$ cat src/rtl/rf_wb_queue_if.sv
// Bundle of the writeback-queue signals: result offer, register file drain port,
// decode read-port forwarding and status.
interface rf_wb_queue_if #(
  parameter int DEPTH = 4
);
  // Offer handshake: a result transfers on a cycle where in_valid & in_ready are both 1.
  // in_ready never depends on in_valid or on a same-cycle drain.
  logic                     in_valid;
  logic [2:0]               in_regsel;
  logic [15:0]              in_data;
  logic                     in_ready;
  logic                     rf_hold;
  logic                     write;
  logic [2:0]               writeregsel;
  logic [15:0]              writedata;
  logic [2:0]               read1regsel;
  logic [2:0]               read2regsel;
  logic                     read1hit;
  logic                     read2hit;
  logic [15:0]              read1fwd;
  logic [15:0]              read2fwd;
  logic [$clog2(DEPTH):0]   count;
  logic                     err;

  modport master (
    output in_valid, in_regsel, in_data, rf_hold, read1regsel, read2regsel,
    input  in_ready, write, writeregsel, writedata, read1hit, read2hit,
           read1fwd, read2fwd, count, err
  );

  modport slave (
    input  in_valid, in_regsel, in_data, rf_hold, read1regsel, read2regsel,
    output in_ready, write, writeregsel, writedata, read1hit, read2hit,
           read1fwd, read2fwd, count, err
  );
endinterface

$ cat src/rtl/rf_wb_queue.sv
// Writeback queue: buffers completed results, drains one per cycle into the
// register file, and forwards the newest pending value to two read ports.
module rf_wb_queue #(
  parameter int DEPTH = 4
) (
  input  logic          clk,
  input  logic          rst,
  rf_wb_queue_if.slave  q
);
  localparam int        AW       = $clog2(DEPTH);
  localparam logic [AW:0] FULL_CNT = (AW+1)'(DEPTH);

  logic [2:0]   r_regsel [DEPTH];
  logic [15:0]  r_data   [DEPTH];
  logic [AW-1:0] r_wr_ptr;
  logic [AW-1:0] r_rd_ptr;
  logic [AW:0]   r_count;
  logic          r_err;

  logic          w_in_ready;
  logic          w_push;
  logic          w_pop;
  logic          w_nonempty;
  logic [AW-1:0] w_idx;
  logic          w_hit1;
  logic          w_hit2;
  logic [15:0]   w_fwd1;
  logic [15:0]   w_fwd2;

  assign w_nonempty = (r_count != '0);
  assign w_in_ready = (r_count != FULL_CNT);
  assign w_push     = q.in_valid & w_in_ready;
  assign w_pop      = w_nonempty & ~q.rf_hold;

  // Walk oldest to newest so a later match overrides an earlier one.
  always_comb begin
    w_hit1 = 1'b0;
    w_hit2 = 1'b0;
    w_fwd1 = '0;
    w_fwd2 = '0;
    w_idx  = '0;
    for (int i = 0; i < DEPTH; i++) begin
      w_idx = r_rd_ptr + AW'(i);
      if ((AW+1)'(i) < r_count) begin
        if (r_regsel[w_idx] == q.read1regsel) begin
          w_hit1 = 1'b1;
          w_fwd1 = r_data[w_idx];
        end
        if (r_regsel[w_idx] == q.read2regsel) begin
          w_hit2 = 1'b1;
          w_fwd2 = r_data[w_idx];
        end
      end
    end
  end

  always_ff @(posedge clk) begin
    if (!rst) begin
      for (int i = 0; i < DEPTH; i++) begin
        r_regsel[i] <= '0;
        r_data[i]   <= '0;
      end
      r_wr_ptr <= '0;
      r_rd_ptr <= '0;
      r_count  <= '0;
      r_err    <= 1'b0;
    end else begin
      if (w_push) begin
        r_regsel[r_wr_ptr] <= q.in_regsel;
        r_data[r_wr_ptr]   <= q.in_data;
        r_wr_ptr           <= r_wr_ptr + 1'b1;
      end
      if (w_pop) begin
        r_rd_ptr <= r_rd_ptr + 1'b1;
      end
      if (w_push && !w_pop) begin
        r_count <= r_count + 1'b1;
      end else if (!w_push && w_pop) begin
        r_count <= r_count - 1'b1;
      end
      // A rejected offer is dropped; only the sticky flag records it.
      if (q.in_valid && !w_in_ready) begin
        r_err <= 1'b1;
      end
    end
  end

  assign q.in_ready    = w_in_ready;
  assign q.write       = w_pop;
  assign q.writeregsel = w_nonempty ? r_regsel[r_rd_ptr] : 3'd0;
  assign q.writedata   = w_nonempty ? r_data[r_rd_ptr]   : 16'd0;
  assign q.read1hit    = w_hit1;
  assign q.read2hit    = w_hit2;
  assign q.read1fwd    = w_fwd1;
  assign q.read2fwd    = w_fwd2;
  assign q.count       = r_count;
  assign q.err         = r_err;
endmodule
$ cat src/flat_wrapper.sv
// flat-port wrapper written by rule: the top's interface ports become plain ports
module rf_wb_queue_flat 
#(
  parameter int DEPTH = 4
)
  (clk, rst, q_in_valid, q_in_regsel, q_in_data, q_rf_hold, q_read1regsel, q_read2regsel, q_in_ready, q_write, q_writeregsel, q_writedata, q_read1hit, q_read2hit, q_read1fwd, q_read2fwd, q_count, q_err);
  rf_wb_queue_if #(.DEPTH(DEPTH)) q_i ();
  input  logic clk;
  input  logic rst;
  input wire logic [$bits(q_i.in_valid)-1:0] q_in_valid;
  input wire logic [$bits(q_i.in_regsel)-1:0] q_in_regsel;
  input wire logic [$bits(q_i.in_data)-1:0] q_in_data;
  input wire logic [$bits(q_i.rf_hold)-1:0] q_rf_hold;
  input wire logic [$bits(q_i.read1regsel)-1:0] q_read1regsel;
  input wire logic [$bits(q_i.read2regsel)-1:0] q_read2regsel;
  output wire logic [$bits(q_i.in_ready)-1:0] q_in_ready;
  output wire logic [$bits(q_i.write)-1:0] q_write;
  output wire logic [$bits(q_i.writeregsel)-1:0] q_writeregsel;
  output wire logic [$bits(q_i.writedata)-1:0] q_writedata;
  output wire logic [$bits(q_i.read1hit)-1:0] q_read1hit;
  output wire logic [$bits(q_i.read2hit)-1:0] q_read2hit;
  output wire logic [$bits(q_i.read1fwd)-1:0] q_read1fwd;
  output wire logic [$bits(q_i.read2fwd)-1:0] q_read2fwd;
  output wire logic [$bits(q_i.count)-1:0] q_count;
  output wire logic [$bits(q_i.err)-1:0] q_err;
  assign q_i.in_valid = q_in_valid;
  assign q_i.in_regsel = q_in_regsel;
  assign q_i.in_data = q_in_data;
  assign q_i.rf_hold = q_rf_hold;
  assign q_i.read1regsel = q_read1regsel;
  assign q_i.read2regsel = q_read2regsel;
  assign q_in_ready = q_i.in_ready;
  assign q_write = q_i.write;
  assign q_writeregsel = q_i.writeregsel;
  assign q_writedata = q_i.writedata;
  assign q_read1hit = q_i.read1hit;
  assign q_read2hit = q_i.read2hit;
  assign q_read1fwd = q_i.read1fwd;
  assign q_read2fwd = q_i.read2fwd;
  assign q_count = q_i.count;
  assign q_err = q_i.err;
  rf_wb_queue #(.DEPTH(DEPTH)) u_core (.clk(clk), .rst(rst), .q(q_i));
endmodule
$ cat config.mk
export PLATFORM = sky130hd
export DESIGN_NAME = rf_wb_queue_flat
export DESIGN_NICKNAME = d
export VERILOG_FILES = /design/src/rtl/rf_wb_queue_if.sv /design/src/rtl/rf_wb_queue.sv /design/src/flat_wrapper.sv
export SDC_FILE = /design/constraint.sdc
export NUM_CORES = 1
export LEC_CHECK = 0
export BUFFER_PORTS_ARGS = -buffer_cell sky130_fd_sc_hd__buf_2
export CAP_MARGIN = 20
export CORE_MARGIN = 2
export CORE_UTILIZATION = 50
export DETAILED_ROUTE_END_ITERATION = 10
export GPL_ROUTABILITY_DRIVEN = 0
export GPL_TIMING_DRIVEN = 0
export PLACE_DENSITY = 0.66
export SYNTH_ARGS = -nofsm -noshare
export SYNTH_HDL_FRONTEND = slang
export SYNTH_SLANG_ARGS = --single-unit
$ cat constraint.sdc
create_clock -name clk -period 5.9 [get_ports clk]
set_input_delay 0.59 -clock clk [delete_from_list [all_inputs] [get_ports clk]]
set_output_delay 0.59 -clock clk [all_outputs]
set_load 0.03 [all_outputs]
==> results.sh, run 1 <==
export IMPL_status="finished clean"
export IMPL_crit_fanout=10
export IMPL_tns_ps=0
export IMPL_grt_pass1_wl_mm=33.2
export IMPL_grt_setup_unrepaired="false"
export IMPL_synth_ff_type="edfxtp_1"
export IMPL_synth_nets=721
export IMPL_drt_first_iter_violations=820
export IMPL_dp_final_hpwl_mm=16.7
export IMPL_cts_tree="built"
export IMPL_postCtsHoldBufs=0
export IMPL_worstHoldPathType="in2reg"
export IMPL_syn_avg_cell_area_um2=10.6
export IMPL_required_ps=5310
export IMPL_crit_arrival_ps=3150
export IMPL_synthAdderAreaFrac_pct=0.687
export IMPL_synth_cell_types=44
export IMPL_muxShareOfSynthArea_pct=23.1
export IMPL_cts_root_buf="clkbuf_16"
export IMPL_top_usage_layer="met2"
export IMPL_fin_nets=815
export IMPL_fp_dieArea_um2=15600
export IMPL_grt_usage_pct=26.7
export IMPL_rows=44
export IMPL_grt_use_met3_pct=4.64
export IMPL_htree_levels=3
export IMPL_die_y_um=125
export IMPL_synth_top_family_by_area="multiplexers"
export IMPL_synth_enable_flop_cells=76
export IMPL_die_w_um=125
export IMPL_synth_xor_area_share_pct=4.82
export IMPL_synth_async_sr_flop_share_pct=0
export IMPL_routed_wirelength_mm=20.8
export IMPL_slew_headroom_pct=37.6
export IMPL_hold_viol_final=0
export IMPL_first_global_vias=6050
export IMPL_clock_skew_ps=7.48
export IMPL_clk_pin_slew_ps=60
export IMPL_ctsResizeCount=0
export IMPL_cts_sinks=86
export IMPL_ctsLongestPathBuffers=2
export IMPL_drv_cap=0
export IMPL_synthesis_instances=688
export IMPL_ant_nets=0
export IMPL_slowest_delay_ps=600
export IMPL_port_buffers=81
export IMPL_fin_crit_ps=3740
export IMPL_core_area_um2=14400
export IMPL_syn2layout_area_growth_pct=13.2
export IMPL_layout_drive_gt1_share_pct=29.5
export IMPL_grt_met2_usage_pct=40.4
export IMPL_antenna_found_initial=0
export IMPL_clock_latency_ps=330
export IMPL_min_period_over_period_pct=63.5
export IMPL_avgViaCountPerCell=6.47
export IMPL_n_fill_cell=1204
export IMPL_wl_per_cell_um=21.4
export IMPL_irDropWorstVdd_uv=204
export IMPL_p_leak_nw=3.11
export IMPL_io_pins=88
export IMPL_yosys_area_share_simple_pct=18.5
export IMPL_crit_path_end_kind="output pin"
export IMPL_grtUsageMet1_pct=40.0
export IMPL_powerDensity_nw_per_um2=458
export IMPL_first_pass_iters=6
export IMPL_grt_overflow_total=0
export IMPL_crit_path_top_delay_cell="xnor2_1"
export IMPL_critical_path_class="reg2out"
export IMPL_hold_path_cell_count=2
export IMPL_syn_area_um2=7290
export IMPL_cts_setup_buffers=0
export IMPL_worst_pin_slew_ps=928
export IMPL_slew_violations=0
export IMPL_synth_seq_area_share_pct=34.1
export IMPL_whs_ps=551
export IMPL_startpoint_type="flop"
export IMPL_vias=6279
export IMPL_antenna_cells=0
export IMPL_grt_max_degree=20
export IMPL_setup_viol=0
export IMPL_drc=0
export IMPL_ys_warn_count=0
export IMPL_path_cells="clkbuf_1 > mux4_2 > xnor2_1 > buf_4 > nand4_1 > o211ai_2 > o2bb2ai_1 > buf_2"
export IMPL_ys_ff_latch=86
export IMPL_cts_buffers=9
export IMPL_finalPower_w=0.00378
export IMPL_fmax_ghz=0.267
export IMPL_synth_compound_gate_area_share_pct=12.6
export IMPL_reg2reg_depth=7
export IMPL_initial_core_util_pct=50.7
-- Yosys cell counts (all sizes together) (2+ instances only) --
master / n / share of area (%)
edfxtp: 76 / 31
nand4: 68 / 5.8
and2: 60 / 5.2
mux4: 44 / 14
nor2: 41 / 2.1
nand2: 40 / 2.1
buf: 36 / 3.3
clkbuf: 33 / 1.7
mux2i: 33 / 4.5
a21oi: 32 / 2.2
mux2: 32 / 4.9
o211ai: 32 / 4.5
o2bb2ai: 32 / 3.8
xnor2: 27 / 4.6
inv: 23 / 1.2
o21ai: 20 / 1.4
nor2b: 18 / 1.5
dfxtp: 10 / 2.7
and4: 6 / 0.72
ha: 4 / 0.69
nand2b: 4 / 0.34
nand3: 3 / 0.21
a21boi: 2 / 0.21
xor2: 2 / 0.24
-- kinds of logic after synthesis --
| family | after synthesis |
|---|---|
| AND/OR/NAND/NOR | 246 |
| AO/OA/AOI/OAI | 122 |
| multiplexers | 109 |
| buffers and inverters | 92 |
| flip-flops | 86 |
| XOR/XNOR | 29 |
| adder cells (fa/ha/maj) | 4 |
-- cell type report --
cell class / instances / area, um^2 / share of cell area, %
multi-input cells: 510 / 4360 / 52.8
flip-flops and latches: 86 / 2480 / 30.1
repair buffers: 83 / 435 / 5.28
plain buffers: 69 / 367 / 4.44
well taps: 184 / 230 / 2.79
clock buffers: 10 / 229 / 2.77
inverters: 23 / 86.3 / 1.05
clock inverters: 6 / 62.6 / 0.758
-- metal layers --
layer / part of all wire [%] / wire length [um]
met1: 44 / 9210
met2: 45 / 9450
met3: 9.0 / 1870
met4: 1.4 / 291
met5: 0 / 0
-- registers in the layout, indices dropped and copies added (netlist names), named ones only --
| signal | cells |
|---|---|
| u_core.r_data | 64 |
| u_core.r_regsel | 12 |
| u_core.q.count | 3 |
| u_core.r_rd_ptr | 2 |
| u_core.r_wr_ptr | 2 |
| u_core.q.err | 1 |
-- per-stage QoR --
stage / std cells / setup WS, ps / instance area (um^2) / util, %
CTS: 971 / 2230 / 8250 / 57.4
finish: 971 / 2160 / 8250 / 57.4
global route: 971 / 2000 / 8250 / 57.4
floorplan: 688 / 2680 / 7290 / -
global placement: 953 / 1930 / 7920 / 55.1
detailed placement: 955 / 2590 / 7960 / 55.4
-- power by group --
group          leakage [nW]  total [W]  switching (W)  internal (W)
clock                 0.138   0.000542       0.000216      0.000326
combinational          2.10    0.00237        0.00151      0.000863
sequential            0.873   0.000864      0.0000983      0.000766
total                  3.11    0.00378        0.00182       0.00196
-- path summary, 6_finish.rpt --
kind                                                startpoint                                  to  slack, ps
worst max-delay path                                      flop                       q_read2fwd[7]       2160
worst min register to register       u_core.q.err$_SDFFE_PN0P_           u_core.q.err$_SDFFE_PN0P_        550
worst max register to register  u_core.q.count[0]$_SDFFE_PN0P_  u_core.r_data[0][11]$_SDFFCE_PN0P_       2780
worst min-delay path                             q_in_data[10]  u_core.r_data[0][10]$_SDFFCE_PN0P_        550
-- critical path, delay by kind of cell, from the launching register on --
family	cells	cell delay (ps)
simple gates	1	120
buf+inv	3	970
mux	1	450
flops	1	320
xor+xnor	1	600
compound gates	2	360
-- placed cells by master, fill, tap and decap left out, types with 2 or more instances in the layout --
master     instances
nor2b_1           18
a21boi_0           2
xor2_1             2
buf_1              4
nand3_1            3
clkbuf_16          9
o211ai_2          18
o211ai_1          14
mux2i_1           33
o2bb2ai_1         32
nand4_1           68
and2_1            60
clkinv_1           2
ha_1               4
buf_2             99
clkinv_4           2
xnor2_1           20
edfxtp_1          76
xnor2_4            4
clkbuf_1          33
xnor2_2            3
nand2_1           40
dfxtp_1           10
nand2b_1           4
buf_8              3
mux4_2            43
o21ai_0           18
and4_1             6
nor2_1            41
a21oi_1           32
o21ai_2            2
inv_1             23
buf_4              9
mux2_2            32
buf_6              3
No activity file was read; power rests on OpenSTA's default activity.
==> run 2, diff against run 1 <==
--- a/config.mk
+++ b/config.mk
@@ -12,7 +12,7 @@
 export DETAILED_ROUTE_END_ITERATION = 10
 export GPL_ROUTABILITY_DRIVEN = 0
 export GPL_TIMING_DRIVEN = 0
-export PLACE_DENSITY = 0.66
+export PLACE_DENSITY = 0.69
 export SYNTH_ARGS = -nofsm -noshare
 export SYNTH_HDL_FRONTEND = slang
 export SYNTH_SLANG_ARGS = --single-unit
==> constraint.sdc (replaced) <==
create_clock -name clk -period 3.2 [get_ports clk]
set_input_delay 0.32 -clock clk [delete_from_list [all_inputs] [get_ports clk]]
set_output_delay 0.32 -clock clk [all_outputs]
set_load 0.03 [all_outputs]
==> run 2 against run 1 <==
Non-clock buffer count is 20 higher; critical endpoint is now q_read1fwd[8]; combinational power is 94% higher; largest cell class unchanged; critical path type unchanged; hold slack worse by 270 ps.
==> results.sh, run 2 (synthesis results as in run 1) <==
export IMPL_status="finished clean"
export IMPL_slew_violations=0
export IMPL_regMostFlops="u_core.r_data"
export IMPL_vias=6362
export IMPL_fmax_ghz=0.319
export IMPL_n_fill_cell=1206
export IMPL_path_cells="buf_8 > mux4_2 > xnor2_4 > and4_1 > buf_4 > buf_12 > o211ai_2 > o2bb2ai_1 > buf_4"
export IMPL_crit_arrival_ps=2810
export IMPL_fin_util_pct=59.3
export IMPL_p_switching_w=0.00341
export IMPL_p_int_w=0.00371
export IMPL_grt_usage_pct=26.4
export IMPL_mostFrequentLayoutCell="buf_2"
export IMPL_p_sw_share_pct=47.9
export IMPL_path_buf_inv=4
export IMPL_powerDensity_nw_per_um2=835
export IMPL_initial_core_util_pct=50.7
export IMPL_fp_dieArea_um2=15600
export IMPL_wl_per_cell_um=21.1
export IMPL_multi_input_area_um2=4460
export IMPL_antenna_found_initial=0
export IMPL_grt_pass1_wl_mm=33.0
export IMPL_largest_register_ffs=64
export IMPL_slew_headroom_pct=44.5
export IMPL_grt_max_degree=20
export IMPL_grt_setup_unrepaired="true"
export IMPL_wl_met2_mm=9.56
export IMPL_comb_power_share_pct=64.6
export IMPL_postCtsHoldBufs=0
export IMPL_setup_viol=0
export IMPL_route_met3_wl_mm=1.92
export IMPL_cts_sinks=86
export IMPL_clk_pin_slew_ps=60
export IMPL_pwr_share_clk_pct=12.8
export IMPL_htree_levels=3
export IMPL_setup_ws_ps=65.0
export IMPL_fin_crit_ps=3130
export IMPL_crit_top_cell="buf_4"
export IMPL_stdcell_area_um2=8530
export IMPL_antenna_cells=0
export IMPL_die_w_um=125
export IMPL_critical_path_top_delay_family="buffers and inverters"
export IMPL_dp_final_hpwl_mm=16.6
export IMPL_cts_buffers=9
export IMPL_rows=44
export IMPL_p_leak_nw=3.26
export IMPL_layout_drive_gt1_share_pct=33.8
export IMPL_drc=0
export IMPL_required_ps=2880
export IMPL_ant_nets=0
export IMPL_worstHoldPathType="in2reg"
export IMPL_place_inst=955
export IMPL_sequentialPowerShare_pct=22.6
export IMPL_die_y_um=125
export IMPL_first_global_vias=6091
export IMPL_critical_path_class="reg2out"
export IMPL_ctsLongestPathBuffers=2
export IMPL_startpoint_type="flop"
export IMPL_hold_viol_final=0
export IMPL_worst_pin_slew_ps=830
export IMPL_finalNonFillerCells=991
export IMPL_port_buffers=81
export IMPL_clock_latency_ps=330
export IMPL_placed_area_um2=7960
export IMPL_grt_overflow_total=0
export IMPL_avgViaCountPerCell=6.42
export IMPL_slowest_delay_ps=640
export IMPL_cts_tree="built"
export IMPL_top_layer="met4"
export IMPL_final_cell_mix="buf_2, edfxtp_1, nand4_1"
export IMPL_drt_first_iter_violations=786
export IMPL_routed_wirelength_mm=20.9
export IMPL_r2r_slack_ps=520
export IMPL_core_area_um2=14400
export IMPL_pre_cts_ws_ps=70.5
export IMPL_drt_met1_wl_mm=9.00
export IMPL_crit_fanout=10
export IMPL_clock_skew_ps=7.02
export IMPL_cts_root_buf="clkbuf_16"
export IMPL_fin_nets=835
export IMPL_io_pins=88
export IMPL_drv_cap=0
export IMPL_crit_path_end_kind="output pin"
export IMPL_crit_path_top_delay_cell="mux4_2"
export IMPL_min_period_over_period_pct=98.0
export IMPL_seq_area_um2=2490
export IMPL_syn2layout_area_growth_pct=17.0
export IMPL_irDropWorstVdd_uv=463
export IMPL_first_pass_iters=5
## run 2: power by group through the flow
stage	combinational, W	sequential (W)	clock (W)
after floorplan	0.00318	0.00156	0
after global placement	0.00418	0.00159	0
after detailed placement	0.00427	0.00161	0
after CTS	0.00431	0.00159	0.000919
after global routing	0.00487	0.00163	0.000961
final	0.00460	0.00161	0.000908
## run 2: final cells by class
type / count / area share [%]
Clock buffer: 12 / 2.77
Buffer: 66 / 4.42
Multi-Input combinational cell: 510 / 52.3
Inverter: 23 / 1.01
Timing Repair Buffer: 106 / 7.37
Tap cell: 184 / 2.70
Sequential cell: 86 / 29.2
Clock inverter: 4 / 0.279
## run 2: worst register-to-register path: cells and delay by family (launching register included)
family	cells	cell delay, ps
and+or+nand+nor	4	1050
DFF	1	540
buffers and inverters	2	470
adders and majority gates	1	240
## run 2: stage by stage
stage | hold slack (ps) | power [W] | TNS (ps)
floorplan | 448 | 0.00474 | -728
global placement | 474 | 0.00577 | -23920
detailed placement | 499 | 0.00588 | 0
CTS | 273 | 0.00682 | 0
global route | 282 | 0.00746 | -68.4
finish | 281 | 0.00712 | 0
## run 2: per-layer routing
metal / global-route usage (%) / up-vias
met3: 4.68 / 44
met2: 40.9 / 409
met5: 0 / -
met4: 8.72 / 0
met1: 37.9 / 3048
li1: - / 2861
## run 2: final timing paths
check                                  startpoint                             endpoint  cells after the start
hold / removal                     q_in_regsel[1]  u_core.r_regsel[0][1]$_SDFFCE_PN0P_                      2
setup reg to reg   u_core.q.count[1]$_SDFFE_PN0P_   u_core.r_data[0][13]$_SDFFCE_PN0P_                      7
setup / recovery  u_core.r_rd_ptr[0]$_SDFFE_PN0P_                        q_read1fwd[8]                      9
hold reg to reg         u_core.q.err$_SDFFE_PN0P_            u_core.q.err$_SDFFE_PN0P_                      2
## run 2: repair_timing
action / 4_1_cts / 5_1_grt
resized for setup: 9 / 28
endpoints found under the setup margin: 31 / 52
pin swaps: 0 / 7
setup buffers: 0 / 23
